## config.mk

```make
export PLATFORM = sky130hd
export DESIGN_NAME = async_fifo
export DESIGN_NICKNAME = d
export VERILOG_FILES = /design/src/rtl/async_fifo_pkg.sv /design/src/rtl/async_fifo_mem.sv /design/src/rtl/async_fifo.sv
export SDC_FILE = /design/constraint.sdc
export NUM_CORES = 1
export LEC_CHECK = 0
export BUFFER_PORTS_ARGS = -buffer_cell sky130_fd_sc_hd__clkbuf_2
export CAP_MARGIN = 10
export CORE_ASPECT_RATIO = 1.5
export CORE_UTILIZATION = 35
export DETAILED_ROUTE_END_ITERATION = 8
export GPL_TIMING_DRIVEN = 1
export SETUP_SLACK_MARGIN = 0.2
export SLEW_MARGIN = 20
export SYNTH_ARGS = -nofsm -noshare
export SYNTH_HDL_FRONTEND = slang
export SYNTH_SLANG_ARGS = --single-unit
```

## constraint.sdc

```tcl
create_clock -name w_clk -period 1.8 [get_ports w_clk]
set_input_delay 0.27 -clock w_clk [delete_from_list [all_inputs] [get_ports w_clk]]
set_output_delay 0.27 -clock w_clk [all_outputs]
set_load 0.02 [all_outputs]
```

## src/rtl/async_fifo_pkg.sv

```systemverilog
// Shared sizing helpers and defaults for the single-clock async_fifo drop-in.
package async_fifo_pkg;

  localparam int DEPTH_DEF = 8;
  localparam int WIDTH_DEF = 4;

  // Pointer width: index bits plus one wrap bit.
  function automatic int ptr_w(input int depth);
    return $clog2(depth) + 1;
  endfunction

  typedef logic [ptr_w(DEPTH_DEF)-1:0] ptr_t;

endpackage

```

## src/rtl/async_fifo_mem.sv

```systemverilog
// DEPTH x WIDTH storage with a synchronous write port and a registered read port.
module async_fifo_mem import async_fifo_pkg::*; #(
  parameter int DEPTH = DEPTH_DEF,
  parameter int WIDTH = WIDTH_DEF
) (
  input  logic                     clk,
  input  logic                     rst_n,
  input  logic                     we,
  input  logic [$clog2(DEPTH)-1:0] waddr,
  input  logic [WIDTH-1:0]         wdata,
  input  logic                     re,
  input  logic [$clog2(DEPTH)-1:0] raddr,
  output logic [WIDTH-1:0]         rdata
);

  logic [WIDTH-1:0] mem [DEPTH];

  // Array contents are not reset; only the output register is.
  always_ff @(posedge clk) begin
    if (we) mem[waddr] <= wdata;
  end

  always_ff @(posedge clk or negedge rst_n) begin
    if (!rst_n)  rdata <= '0;
    else if (re) rdata <= mem[raddr];
  end

endmodule

```

## src/rtl/async_fifo.sv

```systemverilog
// Single-clock FIFO with full/empty flags; define ASYNC_FIFO_LEVEL_EN to add the level output.
// Handshake: a write is taken on an edge where wr_rq && !full, a read where rd_rq && !empty;
// requests that are blocked are simply dropped, and rdata updates one cycle after an accepted read.
module async_fifo import async_fifo_pkg::*; #(
  parameter int DEPTH = DEPTH_DEF,
  parameter int WIDTH = WIDTH_DEF
) (
  input  logic             w_clk,
  input  logic             rst,
  input  logic             wr_rq,
  input  logic             rd_rq,
  input  logic [WIDTH-1:0] wdata,
  output logic [WIDTH-1:0] rdata,
  output logic             full,
  output logic             empty
`ifdef ASYNC_FIFO_LEVEL_EN
  ,
  output logic [$clog2(DEPTH):0] level
`endif
);

  localparam int PW = ptr_w(DEPTH);
  localparam int AW = PW - 1;

  logic [PW-1:0] wptr;
  logic [PW-1:0] rptr;
  logic          wr_ok;
  logic          rd_ok;

  assign empty = (wptr == rptr);
  assign full  = (wptr[AW-1:0] == rptr[AW-1:0]) && (wptr[AW] != rptr[AW]);
  assign wr_ok = wr_rq && !full;
  assign rd_ok = rd_rq && !empty;

  always_ff @(posedge w_clk or negedge rst) begin
    if (!rst) begin
      wptr <= '0;
      rptr <= '0;
    end else begin
      if (wr_ok) wptr <= wptr + PW'(1);
      if (rd_ok) rptr <= rptr + PW'(1);
    end
  end

`ifdef ASYNC_FIFO_LEVEL_EN
  // Modulo-2*DEPTH difference gives 0..DEPTH without any extra state.
  assign level = wptr - rptr;
`endif

  async_fifo_mem #(.DEPTH(DEPTH), .WIDTH(WIDTH)) u_mem (
    .clk   (w_clk),
    .rst_n (rst),
    .we    (wr_ok),
    .waddr (wptr[AW-1:0]),
    .wdata (wdata),
    .re    (rd_ok),
    .raddr (rptr[AW-1:0]),
    .rdata (rdata)
  );

endmodule

```

# After elaboration in Yosys (flattened, before gate mapping)
# Memory sizes are Yosys's and may differ from the RTL's. A register that Yosys moved wholly into a read port is not among the register bits.
# Cells that the tools add are included.
# totals
regBits	8
ramBits	32
output_inout_bits	6
elab_cells	16
n_memories	1
# mem_list
name	words	width	rd	rd_clocked_by_memory_dff	wr	line_no	source
u_mem.mem	8	4	1	1	1	async_fifo_mem.sv:16	logic [WIDTH-1:0] mem [DEPTH];
# op_classes
add_sub_neg	2
n_eq_ne	3
muxes	2
reduce_logical	6
# ops
operator	n
4-bit by 1-bit adder with 4-bit output, second input constant	2
4-bit == test	1
3-bit == test	1
1-bit logical AND	3
1-bit zero test	3
1-bit 2-to-1 mux	2
1-bit inequality test	1

# Depth between registers and ports, before layout
# Gate-level depths: netlist (run 1).
# logic_depth
depth_word	6
mapped_depth	6
mapped_depth_nobuf	4

# Modules after synthesis
# Synthesis (run 1) repeated with hierarchy kept, for this count alone.
# unflattened
hier_cells	131
area_unflattened_um2	2015.7
# modules_own_cells
mod	instances	cells_per_inst	area_per_inst_um2
async_fifo_mem	1	87	1456.4
async_fifo	1	44	559.3

# Worst setup path before layout (run 1)
# OpenSTA, ideal clock, no wires.
# synth_timing
kind	register -> register
start	register wptr[0]
end	memory u_mem.mem[4][0] in the netlist's numbering, enable pin
setup_time_ns	0.361
arrival_time_ns	1.552
path_slack_ns	-0.113
path_stages_with_launch	6
n_path_buf	1
cell_sequence	dfrtp_1 > buf_2 > xor2_1 > o41ai_4 > or2_1 > nor3_1
# synth_between
elab_chain_len	6
# synth_rtl
item	line_no	source
start: declaration	async_fifo.sv:25	logic [PW-1:0] wptr;
start signal: assignment	async_fifo.sv:40	if (wr_ok) wptr <= wptr + PW'(1);
3-bit == test	async_fifo.sv:31	assign full = (wptr[AW-1:0] == rptr[AW-1:0]) && (wptr[AW] != rptr[AW]);
1-bit logical AND	async_fifo.sv:31	
1-bit zero test	async_fifo.sv:32	assign wr_ok = wr_rq && !full;
1-bit logical AND	async_fifo.sv:32	
1-bit 2-to-1 mux	async_fifo_mem.sv:20	if (we) mem[waddr] <= wdata;
1-bit 2-to-1 mux (not written as such)	async_fifo_mem.sv:20	
end: declaration	async_fifo_mem.sv:16	
# Parallel ways exist; a longest one is shown, timed or not.

# Worst setup path in the final report (run 1)
# layout_timing
start	register wptr[0]
end	memory u_mem.mem[1][0] in the netlist's numbering, enable pin
# Same word-level chain as after synthesis.

==> results of run 1 <==
==> state kept, by name (all words and copies together) (netlist names) <==
name         count
u_mem.mem       32
rptr             4
u_mem.rdata      4
wptr             4
==> cell type report <==
class,count,area (µm²)
Fill cell,456,2590
Sequential cell,44,1270
Multi-Input combinational cell,57,753
Timing Repair Buffer,41,332
Tap cell,68,85.1
Clock buffer,6,72.6
Clock inverter,2,12.5
Inverter,3,11.3
==> metal layers <==
metal	up-vias	share of wire [%]	routed length, µm
met5	-	0	0
met4	0	2.1	71
met3	6	2.2	75
met2	15	60	2000
met1	530	36	1190
li1	488	-	-
==> per-stage QoR <==
step,TNS (ns),utilization [%]
after global placement,0,41.9
after detailed placement,-0.0243,41.9
final,0,49.4
after floorplan,0,-
after CTS,-0.00597,47.6
after global routing,-0.675,49.4
==> worst max path at each step <==
stage          startpoint              end  slack (ns)
4_1_cts           rptr[0]             full      -0.006
6_report          wptr[0]  u_mem.mem[1][0]       0.008
2_1_floorplan     wptr[1]  u_mem.mem[5][0]        0.12
5_1_grt           wptr[0]  u_mem.mem[1][0]       -0.05
3_3_place_gp      rptr[3]  u_mem.mem[4][1]        0.03
3_5_place_dp      rptr[3]  u_mem.mem[4][1]      -0.006
==> critical path, cell delays in order, from the launching register on <==
cell      delay, ns
dfrtp_2        0.45
xor2_4         0.21
o41ai_4        0.48
nand2b_4       0.26
nor2_2         0.05
buf_6          0.13
==> synth_stat cells (2+ instances only) <==
| cell type | instances |
|---|---|
| o21ai_1 | 4 |
| xnor2_1 | 4 |
| mux4_2 | 8 |
| inv_1 | 3 |
| xor2_1 | 6 |
| mux2i_1 | 4 |
| dfrtp_1 | 12 |
| nand2_1 | 5 |
| nor2_1 | 8 |
| edfxtp_1 | 32 |
| buf_2 | 3 |
| nor3_1 | 4 |
| ha_1 | 2 |
| nand2b_1 | 3 |
| or2_1 | 2 |
| mux2_1 | 2 |
==> repair_timing <==
action / CTS / global route
setup buffers: 8 / 4
hold buffers: 1 / 0
gates resized for setup: 35 / 17
endpoints found under the setup margin: 38 / 46
pin swaps: 17 / 7
endpoints found under the hold margin: 12 / 0
cloned: 1 / 0
==> report_power, final <==
group	internal [mW]	leakage, nW	switching [mW]
clock network	0.271	0.0412	0.321
logic	1.16	0.489	1.13
registers	1.37	0.428	0.181
==> cell families (layout without fill, tap and decap cells) <==
logic type,count (synthesis),in the layout,share of synthesized area [%]
XOR/XNOR,11,11,5.62
AO/OA/AOI/OAI,6,6,3.45
AND/OR/NAND/NOR,24,24,6.22
multiplexers,14,14,13.1
flip-flops,44,44,68.2
adder cells (fa/ha/maj),2,2,1.35
buffers and inverters,8,52,2.03
==> out/summary.log, run 1 <==
INFO  grt            grt_pass1_vias=1160
INFO  power          vdd.ir_drop.worst=0.613mV
INFO  floorplanning  die_y=91.0µm
INFO  worst_setup_path crit-reg2reg-launch=wptr[0]
INFO  timing         timing.hold.ws=0.252ns
INFO  timing         final-max-slew-violation-count=0
INFO  clock_tree     clkTransAtPathRegs=0.08ns
INFO  layout         num-nets-final=162
INFO  synthesis      post_synth_top_area_share=52.0%
INFO  clock_tree     clock_tree.buffer_depth=2
INFO  power          power_leakage=0.958nW
INFO  layout         layout.cells.most_common=edfxtp_1
INFO  worst_setup_path crit_path_max_fanout=4
INFO  route          route.detailed.drc=0
INFO  timing         unrepaired_setup_endpoints_after_global_routing=true
INFO  placement      hpwlAfterDp=2.28mm
INFO  worst_hold_path timing.hold.worst.class=input port to flip-flop
INFO  layout         instances_no_fill=221
INFO  synthesis      cell_type_with_the_largest_total_area_after_synthesis=edfxtp_1
INFO  worst_hold_path hold-path-endpoint=u_mem.mem[5][3]
INFO  clock_tree     tritoncts.num_buffers=5
INFO  grt            global_route.usage.met1=15.0%
INFO  layout         leading_cell_types_in_the_layout_fill_and_taps_excluded=edfxtp_1, buf_4, buf_6
INFO  clock_tree     clock_sink_count=44
INFO  timing         finalWorstSetupSlack=0.00800ns
INFO  route          drt-wirelength-per-cell=15.1µm
INFO  worst_setup_path worst_r2r_path_depth=5
INFO  worst_setup_path worst_r2r_endpoint=u_mem.mem[1][0]
INFO  floorplanning  design.core.area=5120µm²
INFO  layout         share_of_layout_cells_above_drive_strength_1=60.1%
INFO  timing         timing.final.setup_violations=0
INFO  placement      placement.cell_area=2150µm²
INFO  worst_hold_path hold_start=wdata[3]
INFO  timing         transition_time_of_the_tightest_slew_check_pin=0.396ns
INFO  worst_setup_path worst_path_required_time=1.87ns
INFO  synthesis      postSynth.asyncResetShare=27.3%
INFO  worst_setup_path setup.worst_path.class=flip-flop to flip-flop
INFO  grt            grt_usage=14.6%
INFO  synthesis      synthCells=109
INFO  clock_tree     htree_levels=2
INFO  power          power_per_cell_area=1750nW/µm²
INFO  synthesis      synth_enable_flop_cells=32
INFO  route          finalWirelength=3.34mm
INFO  placement      place_congestion=0.744
INFO  worst_hold_path whs_path_depth=1
INFO  synthesis      top_post_synthesis_cells_by_area=edfxtp_1, dfrtp_1, mux4_2
INFO  grt            first_pass_grt_wire_length=5.64mm
INFO  placement      detailedPlace.worstSlack=-0.00621ns
INFO  synthesis      syn_std_cell_area=1850µm²
INFO  layout         n_antenna_cell=0
INFO  job            timing.max_cap.violations=0
INFO  synthesis      postSynthAreaPerCell=17.0µm²
INFO  floorplanning  floorplan.io_pins=14
INFO  grt            grt_busiest_layer=met2
INFO  worst_setup_path worst-endpoint-arrival=1.86ns
INFO  clock_tree     cts_tree=built
INFO  clock_tree     clk-insertion-delay-late=0.30ns
INFO  grt            total_grt_overflow=0
INFO  floorplanning  die_width=61.4µm
INFO  route          drt-initial-drc-count=35
INFO  placement      port_buffers=13
INFO  grt            grt.met2_usage=26.3%
INFO  synthesis      synth_sequential_area_ratio=68.2%
INFO  floorplanning  placement_rows=32
INFO  synthesis      yosysWarningCount=0
INFO  placement      place.detailed.instances=199
INFO  timing         period_needed=1.79ns
INFO  timing         finClkSkew=0.00725ns
INFO  power          p_total=4.43mW
INFO  timing         hold_violations=0
INFO  timing         clock.fmax=558MHz
INFO  worst_setup_path worstSetupStartpointType=flip-flop
INFO  layout         postLayoutCellArea=2530µm²
INFO  grt            antenna_found_initial=0
INFO  route          drtAntennaViolNets=0
INFO  grt            grt_max_degree=15
INFO  synthesis      synthDistinctLibCells=23
INFO  timing         slew_headroom=73.5%
INFO  timing         finalCritPeriodShare=99.6%
INFO  worst_setup_path setup.worst_path.end_class=flip-flop
INFO  floorplanning  dieArea=5580µm²
INFO  clock_tree     cts_root_buffer=clkbuf_8
INFO  worst_setup_path regToRegSetupSlack=0.008ns
INFO  route          via_per_inst=4.70
INFO  route          detailroute.via_count=1039
INFO  grt            groute.layer.met3.usage=3.42%
INFO  synthesis      prevailing_post_synth_register_cell=edfxtp_1
INFO  synthesis      synth_fp_nets=119
INFO  route          dr.pass1.iters=4
INFO  layout         synthesis_to_layout_area_growth=37.0%
INFO  floorplanning  initial_utilization=36.1%
INFO  run_status     result_of_the_run=finished, final reports clean
INFO  synthesis      synth_seq_cells=44
(Power assumes the default switching activity.)
==> inputs of run 2 (changes only) <==
CORE_UTILIZATION = 50   (was 35)
MAX_ROUTING_LAYER = met4   (was default)
PLACE_DENSITY = 0.71   (was default)
==> out/summary.log, run 2 (synthesis results as in run 1) <==
INFO  route          finalWirelength=3.44mm [was 3.34 mm]
INFO  route          detailroute.via_count=1034 [was 1039]
INFO  route          drt-wirelength-per-cell=17.9µm [was 15.1 µm]
INFO  placement      hpwlAfterDp=2.30mm [was 2.28 mm]
INFO  timing         final-max-slew-violation-count=0 [unchanged]
INFO  clock_tree     cts_tree=built [unchanged]
INFO  grt            grt_pass1_vias=1141 [was 1160]
INFO  placement      port_buffers=13 [unchanged]
INFO  layout         layout.cells.most_common=edfxtp_1 [unchanged]
INFO  worst_setup_path crit_slowest_cell=dfrtp_2 [was o41ai_4]
INFO  placement      place.detailed.instances=171 [was 199]
INFO  clock_tree     tritoncts.num_buffers=5 [unchanged]
INFO  timing         period_needed=1.76ns [was 1.79 ns]
INFO  layout         instances_no_fill=192 [was 221]
INFO  clock_tree     clk-insertion-delay-late=0.29ns [was 0.30 ns]
INFO  layout         largest_reg_flops=32 [unchanged]
INFO  grt            grt_max_degree=15 [unchanged]
INFO  worst_setup_path crit_path_cell_trace=xor2_4, o41ai_4, nand2b_4, nor2_2, buf_6 [unchanged]
INFO  timing         unrepaired_setup_endpoints_after_global_routing=true [unchanged]
INFO  placement      place_congestion=0.760 [was 0.744]
INFO  grt            total_grt_overflow=0 [unchanged]
INFO  floorplanning  die_width=51.7µm [was 61.4 µm]
INFO  power          p_int=2.70mW [was 2.80 mW]
INFO  clock_tree     clkTransAtPathRegs=0.08ns [about the same]
INFO  power          sw_frac_of_total=36.9% [was 36.8%]
INFO  floorplanning  design.core.area=3480µm² [was 5120 µm²]
INFO  route          drtAntennaViolNets=0 [unchanged]
INFO  worst_setup_path cp.buffers_inverters=1 [unchanged]
INFO  layout         n_antenna_cell=0 [unchanged]
INFO  power          p_sw=1.58mW [was 1.63 mW]
INFO  layout         leading_cell_types_in_the_layout_fill_and_taps_excluded=edfxtp_1, buf_4, clkbuf_2 [was edfxtp_1, buf_4, buf_6]
INFO  power          power.share.clock=13.7% [was 13.4%]
INFO  power          vdd.ir_drop.worst=1.09mV [was 0.613 mV]
INFO  worst_setup_path worst_path_required_time=1.86ns [was 1.87 ns]
INFO  timing         slew_headroom=77.4% [was 73.5%]
INFO  worst_setup_path critPathMaxStageDelay=0.46ns [was 0.48 ns]
INFO  layout         registers.top_by_ff_count=u_mem.mem [unchanged]
INFO  layout         final.fill_count=235 [was 456]
INFO  worst_setup_path setup.worst_path.end_class=flip-flop [unchanged]
INFO  timing         timing.setup.tns=0ns [unchanged]
INFO  placement      placement.cell_area=2100µm² [was 2150 µm²]
INFO  floorplanning  dieArea=3950µm² [was 5580 µm²]
INFO  layout         synthesis_to_layout_area_growth=31.1% [was 37.0%]
INFO  run_status     result_of_the_run=finished, final reports clean [unchanged]
INFO  clock_tree     clock_tree.buffer_depth=2 [unchanged]
INFO  clock_tree     clock_sink_count=44 [unchanged]
INFO  layout         share_of_layout_cells_above_drive_strength_1=54.7% [was 60.1%]
INFO  power          power_per_cell_area=1770nW/µm² [was 1750 nW/µm²]
INFO  clock_tree     cts_root_buffer=clkbuf_8 [unchanged]
INFO  clock_tree     htree_levels=2 [unchanged]
INFO  power          power_leakage=0.918nW [was 0.958 nW]
INFO  route          drt-initial-drc-count=15 [was 35]
INFO  power          comb_power_share=49.6% [was 51.7%]
INFO  floorplanning  floorplan.io_pins=14 [unchanged]
INFO  layout         postLayoutCellArea=2420µm² [was 2530 µm²]
INFO  worst_hold_path timing.hold.worst.class=input port to flip-flop [unchanged]
INFO  worst_setup_path crit_path_max_fanout=4 [unchanged]
INFO  floorplanning  die_y=76.5µm [was 91.0 µm]
INFO  timing         clock.fmax=568MHz [was 558 MHz]
INFO  grt            grt_usage=20.9% [was 14.6%]
INFO  power          sequentialPowerShare=36.6% [was 35.0%]
INFO  timing         hold_violations=0 [unchanged]
INFO  job            timing.max_cap.violations=0 [unchanged]
INFO  worst_setup_path setup.worst_path.class=flip-flop to flip-flop [unchanged]
INFO  timing         finClkSkew=0.00887ns [was 0.00725 ns]
INFO  grt            antenna_found_initial=0 [unchanged]
INFO  timing         transition_time_of_the_tightest_slew_check_pin=0.338ns [was 0.396 ns]
INFO  route          route.detailed.drc=0 [unchanged]
INFO  worst_setup_path worst-endpoint-arrival=1.82ns [was 1.86 ns]
INFO  layout         final_util=69.7% [was 49.4%]
INFO  grt            first_pass_grt_wire_length=5.53mm [was 5.64 mm]
INFO  worst_setup_path critical_path.top_delay_family=flip-flops [was compound AO/OA/AOI/OAI gates]
INFO  layout         num-nets-final=159 [was 162]
INFO  route          dr.pass1.iters=4 [unchanged]
INFO  timing         finalCritPeriodShare=97.8% [was 99.6%]
INFO  floorplanning  placement_rows=26 [was 32]
INFO  worst_setup_path worstSetupStartpointType=flip-flop [unchanged]
INFO  floorplanning  initial_utilization=53.1% [was 36.1%]
INFO  route          via_per_inst=5.39 [was 4.70]
INFO  timing         timing.final.setup_violations=0 [unchanged]
-- run 2: repair_timing --
action	in CTS	in global routing
endpoints found under the hold margin	12	0
setup endpoints to repair	40	46
buffers inserted	8	4
hold buffers	1	0
pin swaps	15	12
resized for setup	26	14
-- run 2: layer usage --
layer | wire [µm] | up-vias | track usage [%]
li1 | - | 484 | -
met1 | 1220 | 520 | 22.6
met2 | 2050 | 21 | 36.0
met3 | 82 | 9 | 3.59
met4 | 85 | 0 | 10.0
met5 | 0 | - | -
-- run 2: area by class of cell --
type / instances / area, µm² / area share [%]
Timing Repair Buffer: 38 / 290 / 12.0
Multi-Input combinational cell: 57 / 718 / 29.6
Clock buffer: 6 / 72.6 / 2.99
Sequential cell: 44 / 1270 / 52.3
Clock inverter: 2 / 12.5 / 0.516
Inverter: 3 / 11.3 / 0.464
Tap cell: 42 / 52.6 / 2.17
-- run 2: worst paths after layout --
| kind | start | end | slack [ns] | cells after the start |
|---|---|---|---|---|
| hold / removal | wdata[1] | u_mem.mem[6][1] | 0.27 | 1 |
| setup reg to reg | wptr[1] | u_mem.mem[3][2] | 0.04 | 5 |
| max in group asynchronous | rst | rptr[2] | 1.15 | 2 |
| setup / recovery | wptr[1] | u_mem.mem[3][2] | 0.04 | 5 |
| min in group asynchronous | rst | u_mem.rdata[1] | 0.39 | 2 |
| hold reg to reg | u_mem.rdata[1] | u_mem.rdata[1] | 0.50 | 2 |
-- run 2: power by group through the flow --
stage          registers (mW)  logic (mW)  clock network, mW
6_report                 1.57        2.13              0.588
5_1_grt                  1.59        2.28              0.632
4_1_cts                  1.55        1.91              0.601
3_5_place_dp             1.58        1.56                  0
3_3_place_gp             1.56        1.50                  0
2_1_floorplan            1.59        1.13                  0
-- run 2: per-stage QoR --
stage                     hold WS, ns  worst slack, ns  total power, mW
after floorplan               -0.0256            0.116             2.72
after global placement          0.168            0.114             3.06
after detailed placement        0.177           0.0468             3.13
after CTS                       0.266          -0.0213             4.06
after global routing            0.282          -0.0291             4.51
final                           0.270           0.0394             4.28
